## src/rtl/cnn_layer_accel_weight_sequence_ctrl.sv

```systemverilog
// Weight-sequence controller: walks rows x columns x C_SEQ_LEN table entries per pass.
// Optional stalled-cycle counter enabled by CNN_LAYER_ACCEL_WSEQ_STALL_STATS_EN.
module cnn_layer_accel_weight_sequence_ctrl #(
    parameter int C_SEQ_LEN = 5,
    parameter int C_ROW_W   = 10,
    parameter int C_COL_W   = 10
) (
    input  logic               clk,
    input  logic               rst,
    input  logic               start,
    input  logic [C_ROW_W-1:0] cfg_num_rows,
    input  logic [C_COL_W-1:0] cfg_num_cols,
    input  logic               stall,
    output logic [1:0]         gray_code,
    output logic               sequence_selector,
    output logic [2:0]         seq_data_addr,
    output logic               seq_valid,
    output logic               wht_addr_valid,
    output logic               busy,
    output logic               done
`ifdef CNN_LAYER_ACCEL_WSEQ_STALL_STATS_EN
    ,
    output logic [15:0]        stall_cycles
`endif
);

    typedef enum logic [1:0] {
        ST_IDLE  = 2'b00,
        ST_RUN   = 2'b01,
        ST_DRAIN = 2'b10,
        ST_DONE  = 2'b11
    } state_t;

    localparam logic [2:0] LAST_ADDR = 3'(C_SEQ_LEN - 1);

    state_t             state_r;
    logic [C_ROW_W-1:0] rows_r;
    logic [C_COL_W-1:0] cols_r;
    logic [C_ROW_W-1:0] row_r;
    logic [C_COL_W-1:0] col_r;
    logic [2:0]         addr_r;
    logic [1:0]         gray_r;
    logic               sel_r;
    logic               last_addr_s;
    logic               last_col_s;
    logic               last_row_s;
    logic               cfg_ok_s;

    function automatic logic [1:0] gray_next(input logic [1:0] g);
        logic [1:0] n;
        case (g)
            2'b00:   n = 2'b01;
            2'b01:   n = 2'b11;
            2'b11:   n = 2'b10;
            2'b10:   n = 2'b00;
            default: n = 2'b00;
        endcase
        return n;
    endfunction

    // End-of-entry / column / row detection for the issue pointer.
    always_comb begin
        last_addr_s = (addr_r == LAST_ADDR);
        last_col_s  = ((col_r + C_COL_W'(1)) == cols_r);
        last_row_s  = ((row_r + C_ROW_W'(1)) == rows_r);
        cfg_ok_s    = (cfg_num_rows != '0) && (cfg_num_cols != '0);
    end

    // Sequencing FSM; the pointer registers hold the next entry, outputs show the issued one.
    always_ff @(posedge clk or negedge rst) begin
        if (!rst) begin
            state_r           <= ST_IDLE;
            rows_r            <= '0;
            cols_r            <= '0;
            row_r             <= '0;
            col_r             <= '0;
            addr_r            <= 3'd0;
            gray_r            <= 2'b00;
            sel_r             <= 1'b1;
            gray_code         <= 2'b00;
            sequence_selector <= 1'b1;
            seq_data_addr     <= 3'd0;
            seq_valid         <= 1'b0;
            wht_addr_valid    <= 1'b0;
            busy              <= 1'b0;
            done              <= 1'b0;
`ifdef CNN_LAYER_ACCEL_WSEQ_STALL_STATS_EN
            stall_cycles      <= 16'd0;
`endif
        end else begin
            wht_addr_valid <= seq_valid;
            done           <= 1'b0;
            case (state_r)
                ST_IDLE: begin
                    seq_valid <= 1'b0;
                    if (start) begin
                        busy <= 1'b1;
`ifdef CNN_LAYER_ACCEL_WSEQ_STALL_STATS_EN
                        stall_cycles <= 16'd0;
`endif
                        if (cfg_ok_s) begin
                            rows_r  <= cfg_num_rows;
                            cols_r  <= cfg_num_cols;
                            row_r   <= '0;
                            col_r   <= '0;
                            addr_r  <= 3'd0;
                            gray_r  <= 2'b00;
                            sel_r   <= 1'b1;
                            state_r <= ST_RUN;
                        end else begin
                            state_r <= ST_DONE;
                        end
                    end else begin
                        busy <= 1'b0;
                    end
                end
                ST_RUN: begin
                    if (stall) begin
                        seq_valid <= 1'b0;
`ifdef CNN_LAYER_ACCEL_WSEQ_STALL_STATS_EN
                        if (stall_cycles != 16'hFFFF) begin
                            stall_cycles <= stall_cycles + 16'd1;
                        end else begin
                            stall_cycles <= stall_cycles;
                        end
`endif
                    end else begin
                        seq_valid         <= 1'b1;
                        seq_data_addr     <= addr_r;
                        gray_code         <= gray_r;
                        sequence_selector <= sel_r;
                        if (last_addr_s) begin
                            addr_r <= 3'd0;
                            if (last_col_s) begin
                                col_r  <= '0;
                                sel_r  <= 1'b1;
                                gray_r <= gray_next(gray_r);
                                if (last_row_s) begin
                                    row_r   <= '0;
                                    state_r <= ST_DRAIN;
                                end else begin
                                    row_r <= row_r + C_ROW_W'(1);
                                end
                            end else begin
                                col_r <= col_r + C_COL_W'(1);
                                sel_r <= ~sel_r;
                            end
                        end else begin
                            addr_r <= addr_r + 3'd1;
                        end
                    end
                end
                ST_DRAIN: begin
                    seq_valid <= 1'b0;
                    state_r   <= ST_DONE;
                end
                ST_DONE: begin
                    seq_valid <= 1'b0;
                    done      <= 1'b1;
                    busy      <= 1'b0;
                    state_r   <= ST_IDLE;
                end
                default: begin
                    seq_valid <= 1'b0;
                    busy      <= 1'b0;
                    state_r   <= ST_IDLE;
                end
            endcase
        end
    end

endmodule

```

## config.mk

```make
export PLATFORM = sky130hd
export DESIGN_NAME = cnn_layer_accel_weight_sequence_ctrl
export DESIGN_NICKNAME = d
export VERILOG_FILES = /design/src/rtl/cnn_layer_accel_weight_sequence_ctrl.sv
export SDC_FILE = /design/constraint.sdc
export NUM_CORES = 1
export LEC_CHECK = 0
export BUFFER_PORTS_ARGS = -buffer_cell sky130_fd_sc_hd__buf_2
export CAP_MARGIN = 20
export CORE_UTILIZATION = 59
export DETAILED_ROUTE_END_ITERATION = 10
export GPL_TIMING_DRIVEN = 0
export PLACE_DENSITY_LB_ADDON = 0.1
export SYNTH_ARGS = -nofsm -noshare
export SYNTH_HDL_FRONTEND = slang
export SYNTH_SLANG_ARGS = --single-unit
```

## constraint.sdc

```tcl
create_clock -name clk -period 3.5 [get_ports clk]
set_clock_uncertainty 0.2 [all_clocks]
set_input_delay 0.35 -clock clk [delete_from_list [all_inputs] [get_ports clk]]
set_output_delay 0.35 -clock clk [all_outputs]
set_load 0.02 [all_outputs]
```

; After elaboration in Yosys (flattened, before gate mapping)
; Cells that the tools add are included.
[op_classes]
addsub = 3
mul = 0
div = 0
magnitude_cmp = 0
n_eq_ne = 15
shifts = 0
muxes = 41
bitwise = 2
n_reduce_logical = 14
[op_table]
columns = op, count
row1 = $mux W10, 9
row2 = $pmux W10 S2, 2
row3 = $mux W2, 11
row4 = $add A10 B1 Y10 const B, 2
row5 = $eq A10 B10 Y1, 2
row6 = $reduce_bool A10 Y1, 2
row7 = $pmux W2 S4, 2
row8 = $mux W3, 4
row9 = $ne A2 B2 Y1 const B, 6
row10 = $reduce_and A5 Y1, 2
row11 = $eq A2 B2 Y1 const B, 4
row12 = $mux W1, 8
row13 = $pmux W1 S2, 3
row14 = $pmux W3 S2, 1
row15 = $reduce_and A6 Y1, 1
row16 = $eq A2 B1 Y1 const B, 2
row17 = $logic_not A2 Y1, 2
row18 = $pmux W2 S2, 1
row19 = $reduce_and A4 Y1, 1
row20 = $reduce_bool A2 Y1, 2
row21 = $add A3 B1 Y3 const B, 1
row22 = $eq A3 B3 Y1 const B, 1
row23 = $reduce_and A3 Y1, 1
row24 = $reduce_or A3 Y1, 1
row25 = 3 further kinds, 4
[totals]
reg_bits = 58
latch_bits = 0
mem_bits_rw = 0
romBits = 0
input_bits = 24
out_inout_bits = 10
word_cells = 90
memories = 0

; Logic depth before layout (Yosys ltp)
; Gate-level depths: netlist (run 1).
[depth]
word_depth = 7
mapped_depth = 10
depth_no_buf = 9

; Worst setup path before layout (run 1)
; Ideal clock, no wire load.
[synth_path]
kind = flip-flop to flip-flop
startpoint = reg row_r[0]
endpoint = reg row_r[7]
setup_time_ns = 0.122
t_arrival_ns = 2.454
setup_slack_ns = 0.725
stages_incl_launch_ff = 10
n_path_buf = 1
cell_sequence = dfrtp_1 -> ha_1 -> and2_4 -> or3b_1 -> a21oi_1 -> a211oi_1 -> or3_1 -> buf_2 -> a311o_1 -> a32o_1
[synth_between]
elab_chain_cells = 7
[synth_rtl]
columns = item, line
row1 = "start, declared", 39  ; logic [C_ROW_W-1:0] row_r;
row2 = "start signal, assigned", 142  ; row_r <= row_r + C_ROW_W'(1);
row3 = $add A10 B1 Y10 (*), "65, 142"
row4 = $eq A10 B10 Y1, 65  ; last_row_s = ((row_r + C_ROW_W'(1)) == rows_r);
row5 = $mux W10 (*), 138  ; if (last_row_s) begin
row6 = $mux W10 (*), 134  ; if (last_col_s) begin
row7 = $mux W10 (*), 132  ; if (last_addr_s) begin
row8 = $mux W10 (*), 118  ; if (stall) begin
row9 = $pmux W10 S2 (*), 93  ; case (state_r)
; Every way passes the cells marked *; elsewhere a longest branch is shown, timed or not. The select of a mux whose other input is x is not followed.
; A chain may end at the register's enable or synchronous reset.

; Final worst setup path (run 1)
; Ends and elaborated chain as after synthesis.

==> summary.md, run 1 <==
| Metric | Value |
|---|---|
| CTS Root Buffer Type | `clkbuf_8` |
| H-tree depth | `3` |
| Final Hold Vio Count | `0` |
| Ports | `34` |
| Die area | `between 0.005 and 0.006 sq mm` |
| NetSw | `around 0.0012 W` |
| Layout net count | `407` |
| Async S/R FF share, synth | `1.00` |
| F_max | `approximately 340 MHz` |
| Xor/xnor cell area share of the yosys netlist | `0.0764` |
| Switching Share | `0.394` |
| Row count | `26` |
| Hold slack | `about 0.06 ns` |
| Pwr dens | `just under 800 mW/mm^2` |
| Tightest Hold Check Type | `in -> reg` |
| Avg WL per Cell | `15.6 um` |
| Share of power burned in registers | `0.354` |
| Crit path buf inv count | `1` |
| DRC violations left | `0` |
| Routed vias/inst | `6.06` |
| Cts bufs inserted | `9` |
| Initial Utilization | `0.631` |
| Slew headroom | `0.556` |
| YS warnings | `0` |
| Starting DRT DRC Count | `just over 200` |
| Comb power frac | `0.438` |
| Port Buffer Count | `33` |
| Vias in the first global route | `2592` |
| Placeable Area | `between 0.005 and 0.006 sq mm` |
| Hold Crit Start | `cfg_num_rows[0]` |
| Status | `finished, final reports clean` |
| Cell area after synthesis | `0.00332 sq mm` |
| Diodes inserted | `0` |
| First-pass GRT wire length | `11.9 mm` |
| Tot Pwr | `between 0.003 and 0.004 W` |
| GR Util All Layers | `0.260` |
| CTS tree | `done` |
| CTS Sinks | `58` |
| Sequential fraction of the synthesis area | `0.438` |
| Post-synth top flop | `dfrtp_1` |
| CP required | `3.52 ns` |
| Mux contribution to synthesized area | `0.0873` |
| Worst IR drop on VDD | `0.453 mV` |
| Final Max Slew Viols | `0` |
| Synth Area in Compound Gates | `0.154` |
| Largest net degree at the start of global routing | `32` |
| Crit path time final | `2.97 ns` |
| Yosys reg bits | `58` |
| Placed cell area | `0.00360 sq mm` |
| Initial antenna violation count | `0` |
| Total negative slack | `0 ns` |
| Die Width | `77.1 um` |
| Post-CTS Setup Bufs | `0` |
| Static Leak | `1.67 nW` |
| Syn-to-layout area delta | `14.9%` |
| CP top delay family | `simple AND/OR/NAND/NOR gates` |
| Crit-path slowest cell | `dfrtp_1` |
| Largest family of logic cells by synthesized area | `simple AND/OR/NAND/NOR gates` |
| Synthesized-area fraction occupied by and/or/nand/nor cells | `0.169` |
| Least-Margin Pin Slew | `0.667 ns` |
| Clock Power Share | `0.207` |
| Syn_area_per_cell | `approximately 10 sq um` |
| Syn_nets | `360` |
| Final core utilization | `0.725` |
| CP peak stage delay | `0.45 ns` |
| RePlAce Congestion | `~0.89` |
| CP startpoint | `row_r[0]` |
| CP Launch Type | `flop` |
| Count of final setup violators | `0` |
| HPWL reported at the end of detailed placement | `4.94 mm` |
| Layout cells sized above 1 | `0.241` |
| CP Cell Sequence | `ha_1, and2_4, or3b_1, a21oi_1, a211oi_1, or3_1, buf_2, a311o_1, a32o_1` |
| CTS max path bufs | `2` |
| ANT nets after route | `0` |
| Clk_lat worst skew | `about 0.34 ns` |
| CP Data Arrival Time | `2.99 ns` |
| Final Instance Area | `about 0.0038 sq mm` |
| Gr ovfl total | `0` |
| Crit Path Max Fanout | `9` |
| Cells after Synth | `~330` |
| Final clock period utilization by the worst path | `0.849` |
| Final wirelength | `6.98 mm` |
| Cell variety after synth | `58` |
| CP Class | `reg -> reg` |
| RSZ-0062 raised after global routing | `no` |
| Drt pass-1 iters | `4` |
| Max_cap viols | `0` |
| Clock-pin slew on the worst setup and hold paths | `roughly 0.07 ns` |
| Adder-Cell Fraction of Synth Area | `0.0377` |
| DR vias | `about 2700` |
| Internal | `0.00184 W` |
| Die height | `77.1 um` |
| EDFF count, synth | `0` |
| Worst R2R Start | `row_r[0]` |
| Crit end category | `flop` |
==> cells by family (layout without fill, tap and decap cells) <==
family | count (synthesis) | in the layout
AND/OR/NAND/NOR | 104 | 104
AO/OA/AOI/OAI | 71 | 71
flip-flops | 58 | 58
XOR/XNOR | 29 | 29
buffers and inverters | 28 | 80
multiplexers | 26 | 26
adder cells (fa/ha/maj) | 10 | 10
==> timing repair <==
action,in CTS,in global routing
endpoints found under the hold margin,28,0
hold buffers,2,0
gates resized for setup,0,0
setup endpoints to repair,0,0
==> synthesized netlist by cell type (8+ instances only) <==
cell | number | area (sq um)
dfrtp_1 | 56 | 1400
mux2_2 | 24 | 270
nand2_1 | 21 | 78.8
nor2_1 | 21 | 78.8
o21ai_0 | 20 | 100
xnor2_1 | 20 | 175
nand3_1 | 14 | 70.1
ha_1 | 10 | 125
inv_1 | 9 | 33.8
nand4_1 | 9 | 56.3
xor2_1 | 9 | 78.8
clkbuf_1 | 8 | 30.0
==> cell type report <==
cell class                 instances  area, sq um
fill                             406         1450
clock inverter                     5         52.6
sequential                        58         1450
timing repair buffer              36          205
clock buffer                      11          151
buffer                            19         90.1
multi-input combinational        240         1750
inverter                           9         33.8
tap                               70         87.6
==> metal layers <==
metal / up-vias / share of wire / global-route usage / routed length [um]
li1: 1304 / - / - / -
met1: 1314 / 0.48 / 0.351 / 3340
met4: 0 / 0.019 / 0.142 / 133
met5: - / 0 / 0 / 0
met2: 84 / 0.43 / 0.390 / 3030
met3: 11 / 0.068 / 0.0571 / 473
==> placed cells by master (no fill, tap or decap), types with 7 or more instances in the layout <==
| cell | synthesis | layout |
|---|---|---|
| xnor2_1 | 20 | 20 |
| nor2_1 | 21 | 21 |
| nand4_1 | 9 | 9 |
| dfrtp_1 | 56 | 56 |
| buf_2 | 7 | 40 |
| clkbuf_8 | 0 | 11 |
| xor2_1 | 9 | 9 |
| nand3_1 | 14 | 14 |
| o21ai_0 | 20 | 20 |
| nand2_1 | 21 | 21 |
| inv_1 | 9 | 9 |
| ha_1 | 10 | 10 |
| mux2_2 | 24 | 24 |
| a22o_1 | 7 | 7 |
| clkbuf_1 | 8 | 8 |
==> path summary, 6_finish.rpt <==
path | end | slack [ns] | cells after the start
max in group asynchronous | sel_r | 2.07 | 3
hold reg to reg | wht_addr_valid | 0.17 | 0
setup reg to reg | row_r[7] | 0.53 | 9
hold / removal | rows_r[0] | 0.06 | 2
setup / recovery | row_r[7] | 0.53 | 9
min in group asynchronous | col_r[9] | 0.38 | 2
==> power by group through the flow <==
stage	logic (W)	registers (W)	clock network (W)
3_3_place_gp	0.00128	0.00107	0
5_1_grt	0.00148	0.00110	0.000663
6_report	0.00133	0.00108	0.000630
3_5_place_dp	0.00132	0.00108	0
4_1_cts	0.00133	0.00107	0.000643
2_1_floorplan	0.000984	0.00108	0
==> sequential cells by signal, indices dropped and copies added, names as in the netlist <==
signal             flops
wht_addr_valid         1
row_r                 10
addr_r                 3
rows_r                10
cols_r                10
busy                   1
col_r                 10
seq_data_addr          3
gray_code              2
gray_r                 2
sequence_selector      1
seq_valid              1
state_r                2
sel_r                  1
done                   1
==> worst reg2reg max path, cell delays in order, from the launching register on <==
cell	delay [ns]
dfrtp_1	0.45
ha_1	0.29
and2_4	0.20
or3b_1	0.35
a21oi_1	0.15
a211oi_1	0.10
or3_1	0.37
buf_2	0.19
a311o_1	0.36
a32o_1	0.20
==> metrics by stage <==
| step | worst slack, ns | std cells |
|---|---|---|
| 2_1_floorplan | 0.725 | 326 |
| 3_3_place_gp | 0.585 | 429 |
| 3_5_place_dp | 0.568 | 430 |
| 4_1_cts | 0.547 | 448 |
| 5_1_grt | 0.391 | 448 |
| 6_report | 0.530 | 448 |
Note: power is estimated with default switching activity, not from simulation.
==> inputs of run 2 (changes only) <==
--- a/config.mk
+++ b/config.mk
@@ -7,7 +7,7 @@
 export LEC_CHECK = 0
 export BUFFER_PORTS_ARGS = -buffer_cell sky130_fd_sc_hd__buf_2
 export CAP_MARGIN = 20
-export CORE_UTILIZATION = 59
+export CORE_UTILIZATION = 53
 export DETAILED_ROUTE_END_ITERATION = 10
 export GPL_TIMING_DRIVEN = 0
 export PLACE_DENSITY_LB_ADDON = 0.1
==> constraint.sdc (replaced) <==
create_clock -name clk -period 2.49 [get_ports clk]
set_clock_uncertainty 0.2 [all_clocks]
set_input_delay 0.249 -clock clk [delete_from_list [all_inputs] [get_ports clk]]
set_output_delay 0.249 -clock clk [all_outputs]
set_load 0.02 [all_outputs]
==> run 2 against run 1 <==
  * The flow now finishes with violations (negative setup slack)
  * Hold slack gained 0.11 ns
  * Final area grew 21%
  * Global-route usage grew 0.45 points
  * Clock power grew 62%
  * Non-clock buffer count grew 55
==> summary.md, run 2 (same netlist as run 1, synthesis figures left out) <==
| Metric | Value |
|---|---|
| Status | `complete, but fails checks` |
| Failing checks | `negative setup slack` |
| CP required | `2.51 ns` |
| GR Util All Layers | `0.265` |
| Avg WL per Cell | `17.5 um` |
| Slew headroom | `0.634` |
| ANT nets after route | `0` |
| RSZ-0062 raised after global routing | `yes` |
| Cts bufs inserted | `9` |
| DRC violations left | `0` |
| Least-Margin Pin Slew | `0.549 ns` |
| CP Class | `reg -> reg` |
| Worst IR drop on VDD | `0.895 mV` |
| F_max | `361 MHz` |
| Final Hold Vio Count | `0` |
| Hold Crit Start | `seq_valid` |
| Final worst slack | `-0.283 ns` |
| CP Launch Type | `flop` |
| Drt pass-1 iters | `5` |
| Crit-path slowest cell | `or4b_1` |
| Commonest non-fill, non-tap cell in the layout | `dfrtp_1` |
| Row count | `28` |
| Die height | `81.2 um` |
| Syn-to-layout area delta | `39.6%` |
| DR vias | `3010` |
| Non-filler instance count after layout | `508` |
| H-tree depth | `3` |
| RePlAce Congestion | `roughly 0.88` |
| R2R cell count | `9` |
| Placed cells | `435` |
| Placed cell area | `between 0.003 and 0.004 sq mm` |
| Clk_lat worst skew | `about 0.35 ns` |
| CP top delay family | `simple AND/OR/NAND/NOR gates` |
| Reg-to-Reg End | `row_r[5]` |
| Clock-pin slew on the worst setup and hold paths | `0.06 ns` |
| CTS Sinks | `58` |
| Initial antenna violation count | `0` |
| Port Buffer Count | `33` |
| Total negative slack | `-2.42 ns` |
| Pwr dens | `1100 mW/mm^2` |
| CP peak stage delay | `a little under 0.5 ns` |
| Share of power burned in registers | `0.300` |
| Layout net count | `between 400 and 500` |
| CTS tree | `done` |
| NetSw | `roughly 0.0020 W` |
| Die area | `about 0.0066 sq mm` |
| Diodes inserted | `0` |
| Count of final setup violators | `21` |
| Final Max Slew Viols | `0` |
| Ports | `34` |
| Largest net degree at the start of global routing | `36` |
| Filler instances | `372` |
| Crit path time final | `2.77 ns` |
| Vias in the first global route | `2682` |
| Gr ovfl total | `0` |
| Crit end category | `flop` |
| Final wirelength | `about 9 mm` |
| Layout cells sized above 1 | `0.395` |
| Internal | `roughly 0.0031 W` |
| Final clock period utilization by the worst path | `1.11` |
| Clock Power Share | `0.200` |
| Crit Path Max Fanout | `7` |
| Comb power frac | `0.501` |
| CTS max path bufs | `2` |
| Placeable Area | `0.00599 sq mm` |
| Worst R2R Start | `row_r[1]` |
| First-pass GRT wire length | `12.8 mm` |
| HPWL reported at the end of detailed placement | `5.29 mm` |
| Initial Utilization | `0.555` |
| R2r setup slk | `-0.28 ns` |
| Static Leak | `2.03 nW` |
| CP Data Arrival Time | `2.80 ns` |
| Hold path endpoint | `wht_addr_valid` |
| Die Width | `slightly above 80 um` |
| Max_cap viols | `0` |
| Worst hold path stage count | `0` |
| Final Instance Area | `0.00464 sq mm` |
| Most frequent cells in the layout | `52 x dfrtp_1, 36 x buf_2, 31 x buf_4, 24 x mux2_2, 23 x dlygate4sd3_1` |
| Routed vias/inst | `5.93` |
| Crit path buf inv count | `2` |
| Starting DRT DRC Count | `190` |
| CP Cell Sequence | `buf_4, nand3_2, or4b_1, o211ai_1, a21oi_1, or3_1, buf_6, a311o_1, a32o_1` |
| Tightest Hold Check Type | `reg -> reg` |
| CTS Root Buffer Type | `clkbuf_8` |
| Switching Share | `0.393` |
-- run 2: final cells by class --
class / instances / area (sq um) / area share
plain buffers: 18 / 124 / 0.0267
well taps: 75 / 93.8 / 0.0202
multi-input cells: 241 / 2000 / 0.430
repair buffers: 92 / 704 / 0.152
clock inverters: 2 / 60.1 / 0.0129
inverters: 9 / 33.8 / 0.00728
clock buffers: 13 / 169 / 0.0364
flip-flops and latches: 58 / 1460 / 0.314
-- run 2: power by group through the flow --
stage          clock network (W)  registers [W]  logic (W)
6_report                 0.00102        0.00153    0.00256
4_1_cts                  0.00103        0.00152    0.00222
3_5_place_dp                   0        0.00154    0.00187
3_3_place_gp                   0        0.00152    0.00182
2_1_floorplan                  0        0.00153    0.00140
5_1_grt                  0.00107        0.00157    0.00277
-- run 2: how the worst max path moves through the flow --
stage / from / endpoint / slack (ns) / cells after the start
after floorplan: row_r[0] / row_r[4] / -0.10 / 9
after global placement: col_r[0] / row_r[5] / -0.44 / 8
after detailed placement: col_r[0] / row_r[5] / -0.44 / 8
after CTS: row_r[1] / row_r[5] / -0.21 / 9
after global routing: row_r[2] / row_r[5] / -0.34 / 10
final: row_r[1] / row_r[5] / -0.28 / 9
-- run 2: repair_timing --
| item | 4_1_cts | 5_1_grt |
|---|---|---|
| resized for setup | 29 | 57 |
| endpoints found under the hold margin | 43 | 0 |
| hold buffers | 23 | 0 |
| setup buffers | 20 | 14 |
| setup endpoints to repair | 25 | 48 |
| pin swaps | 12 | 9 |
| cloned | 1 | 1 |
-- run 2: metrics by stage --
| step | hold WS, ns | setup slack (ns) | total power [W] | utilization |
|---|---|---|---|---|
| finish | 0.172 | -0.283 | 0.00511 | 0.775 |
| global route | 0.185 | -0.343 | 0.00541 | 0.775 |
| CTS | 0.172 | -0.208 | 0.00477 | 0.731 |
| detailed placement | 0.0659 | -0.439 | 0.00341 | 0.605 |
| global placement | 0.155 | -0.442 | 0.00334 | 0.602 |
| floorplan | -0.247 | -0.101 | 0.00292 | - |
-- run 2: routing by layer --
layer,up-vias,global-route usage,share of wire
met5,-,0,0
met4,0,0.123,0.034
met3,26,0.0551,0.050
met2,108,0.424,0.48
met1,1462,0.341,0.43
li1,1414,-,-
==> inputs of run 3 (changes only) <==
--- a/config.mk
+++ b/config.mk
@@ -7,10 +7,10 @@
 export LEC_CHECK = 0
 export BUFFER_PORTS_ARGS = -buffer_cell sky130_fd_sc_hd__buf_2
 export CAP_MARGIN = 20
-export CORE_UTILIZATION = 53
+export CORE_UTILIZATION = 40
 export DETAILED_ROUTE_END_ITERATION = 10
 export GPL_TIMING_DRIVEN = 0
-export PLACE_DENSITY_LB_ADDON = 0.1
+export PLACE_DENSITY = 0.7
 export SYNTH_ARGS = -nofsm -noshare
 export SYNTH_HDL_FRONTEND = slang
 export SYNTH_SLANG_ARGS = --single-unit
==> run 3 against run 2 <==
  * The run still ends with negative setup slack left
  * Critical path type unchanged
  * Via count fell by 1.7%
  * Fmax rose by 1.5%
  * Non-clock buffer count fell by 9
  * Sequential cell count did not move
  * Clock-buffer cell count fell by 1
  * Clock power fell by 12%
  * Die area rose by 32%
  * Utilization fell by 19 points
  * Final cell count rose by 3.7%
  * Power fell by 3.1%
==> summary.md, run 3 (same netlist as run 1, synthesis figures left out) <==
| Metric | Value |
|---|---|
| Most frequent cells in the layout | `54 x dfrtp_1, 37 x buf_2, 26 x buf_4, 24 x mux2_2, 23 x dlygate4sd3_1` |
| Initial Utilization | `0.421` |
| Placeable Area | `a little under 0.008 sq mm` |
| Ports | `34` |
| CTS tree | `done` |
| Final Max Slew Viols | `0` |
| Final core utilization | `0.582` |
| Starting DRT DRC Count | `between 150 and 200` |
| F_max | `366 MHz` |
| Avg WL per Cell | `around 16 um` |
| Final wirelength | `8.59 mm` |
| Largest net degree at the start of global routing | `33` |
| Vias in the first global route | `approximately 2800` |
| Crit Path Max Fanout | `7` |
| Multi-input logic area | `0.00202 sq mm` |
| First-pass GRT wire length | `about 14 mm` |
| HPWL reported at the end of detailed placement | `~5.4 mm` |
| Least-Margin Pin Slew | `0.622 ns` |
| Tightest Hold Check Type | `reg -> reg` |
| Dpl ws | `-0.370 ns` |
| Syn-to-layout area delta | `38.1%` |
| CTS Root Buffer Type | `clkbuf_8` |
| DRC violations left | `0` |
| Non-filler instance count after layout | `527` |
| CP Data Arrival Time | `between 2 and 3 ns` |
| Storage element area | `0.00146 sq mm` |
| Clock-pin slew on the worst setup and hold paths | `approximately 0.07 ns` |
| Slew headroom | `0.585` |
| Die height | `93.2 um` |
| CP required | `2.53 ns` |
| Cts bufs inserted | `9` |
| Crit path time final | `~2.7 ns` |
| Failing checks | `negative setup slack` |
| RSZ-0062 raised after global routing | `yes` |
| Pwr dens | `1080 mW/mm^2` |
| Routed vias/inst | `5.61` |
| Die Width | `93.2 um` |
| Placed cells | `462` |
| Count of final setup violators | `16` |
| Final worst slack | `-0.242 ns` |
| GR Util All Layers | `0.201` |
| CP Class | `reg -> reg` |
| Drt pass-1 iters | `4` |
| Layout net count | `~450` |
| RePlAce Congestion | `0.806` |
| Filler instances | `635` |
| Crit end category | `flop` |
| Clk_lat worst skew | `0.34 ns` |
| DR vias | `2959` |
| CP Launch Type | `flop` |
| CTS max path bufs | `2` |
| Diodes inserted | `0` |
| Die area | `0.00868 sq mm` |
| Initial antenna violation count | `0` |
| Worst IR drop on VDD | `0.580 mV` |
| Commonest non-fill, non-tap cell in the layout | `dfrtp_1` |
| ANT nets after route | `0` |
| Max_cap viols | `0` |
| Layout cells sized above 1 | `0.384` |
| Status | `complete, but fails checks` |
| Gr ovfl total | `0` |
| Final Hold Vio Count | `0` |
| Final clock period utilization by the worst path | `1.10` |
| Row count | `32` |
| Static Leak | `1.98 nW` |
| CTS Sinks | `58` |
| H-tree depth | `3` |
| Port Buffer Count | `33` |
| Tot Pwr | `0.00495 W` |
[run 3: through the flow]
step                      cell area (sq um)  hold slack (ns)  TNS, ns
final                                  4590            0.184    -2.04
after global routing                   4590            0.202    -4.10
after CTS                              4360            0.194    -2.59
after detailed placement               3660            0.101    -5.81
after global placement                 3640            0.156    -5.34
after floorplan                        3350           -0.247   -0.505
[run 3: power breakdown]
part           internal (W)  switching, W
Clock              0.000515      0.000380
Sequential          0.00126      0.000258
Combinational       0.00118       0.00136
[run 3: final timing paths]
| path | startpoint | to | slack [ns] | depth (start not counted) |
|---|---|---|---|---|
| max reg2reg | row_r[0] | row_r[7] | -0.24 | 9 |
| max in group asynchronous | rst | sequence_selector | 1.16 | 3 |
| min in group asynchronous | rst | col_r[2] | 0.27 | 2 |
| min reg2reg | seq_valid | wht_addr_valid | 0.18 | 0 |
| max | row_r[0] | row_r[7] | -0.24 | 9 |
| min | seq_valid | wht_addr_valid | 0.18 | 0 |
[run 3: critical path, cell delays in order, from the launching register on]
cell and delay (ns):
dfrtp_2 0.45, ha_4 0.18, and2_4 0.15, or3b_1 0.36, a21oi_2 0.14, a211oi_2 0.09, or3_1 0.37, buf_6 0.14
a311o_1 0.35, a32o_1 0.20
[run 3: timing repair]
action / 4_1_cts / 5_1_grt
hold endpoints to repair: 48 / 0
resized for setup: 41 / 44
setup buffers: 13 / 13
gates cloned: 2 / 0
pin swaps: 23 / 16
setup endpoints to repair: 25 / 45
hold buffers: 23 / 0
[run 3: area by class of cell]
| cell class | count | share of cell area |
|---|---|---|
| clock inverters | 4 | 0.0109 |
| repair buffers | 83 | 0.136 |
| well taps | 102 | 0.0278 |
| flip-flops and latches | 58 | 0.317 |
| plain buffers | 18 | 0.0259 |
| multi-input cells | 241 | 0.440 |
| clock buffers | 12 | 0.0338 |
| inverters | 9 | 0.00736 |
[run 3: layer usage]
layer  up-vias  global-route usage  routed length, um
met5         -                   0                  0
met3        23              0.0423                494
met2       110               0.325               4100
met1      1431               0.268               3710
li1       1395                   -                  -
met4         0              0.0692                284
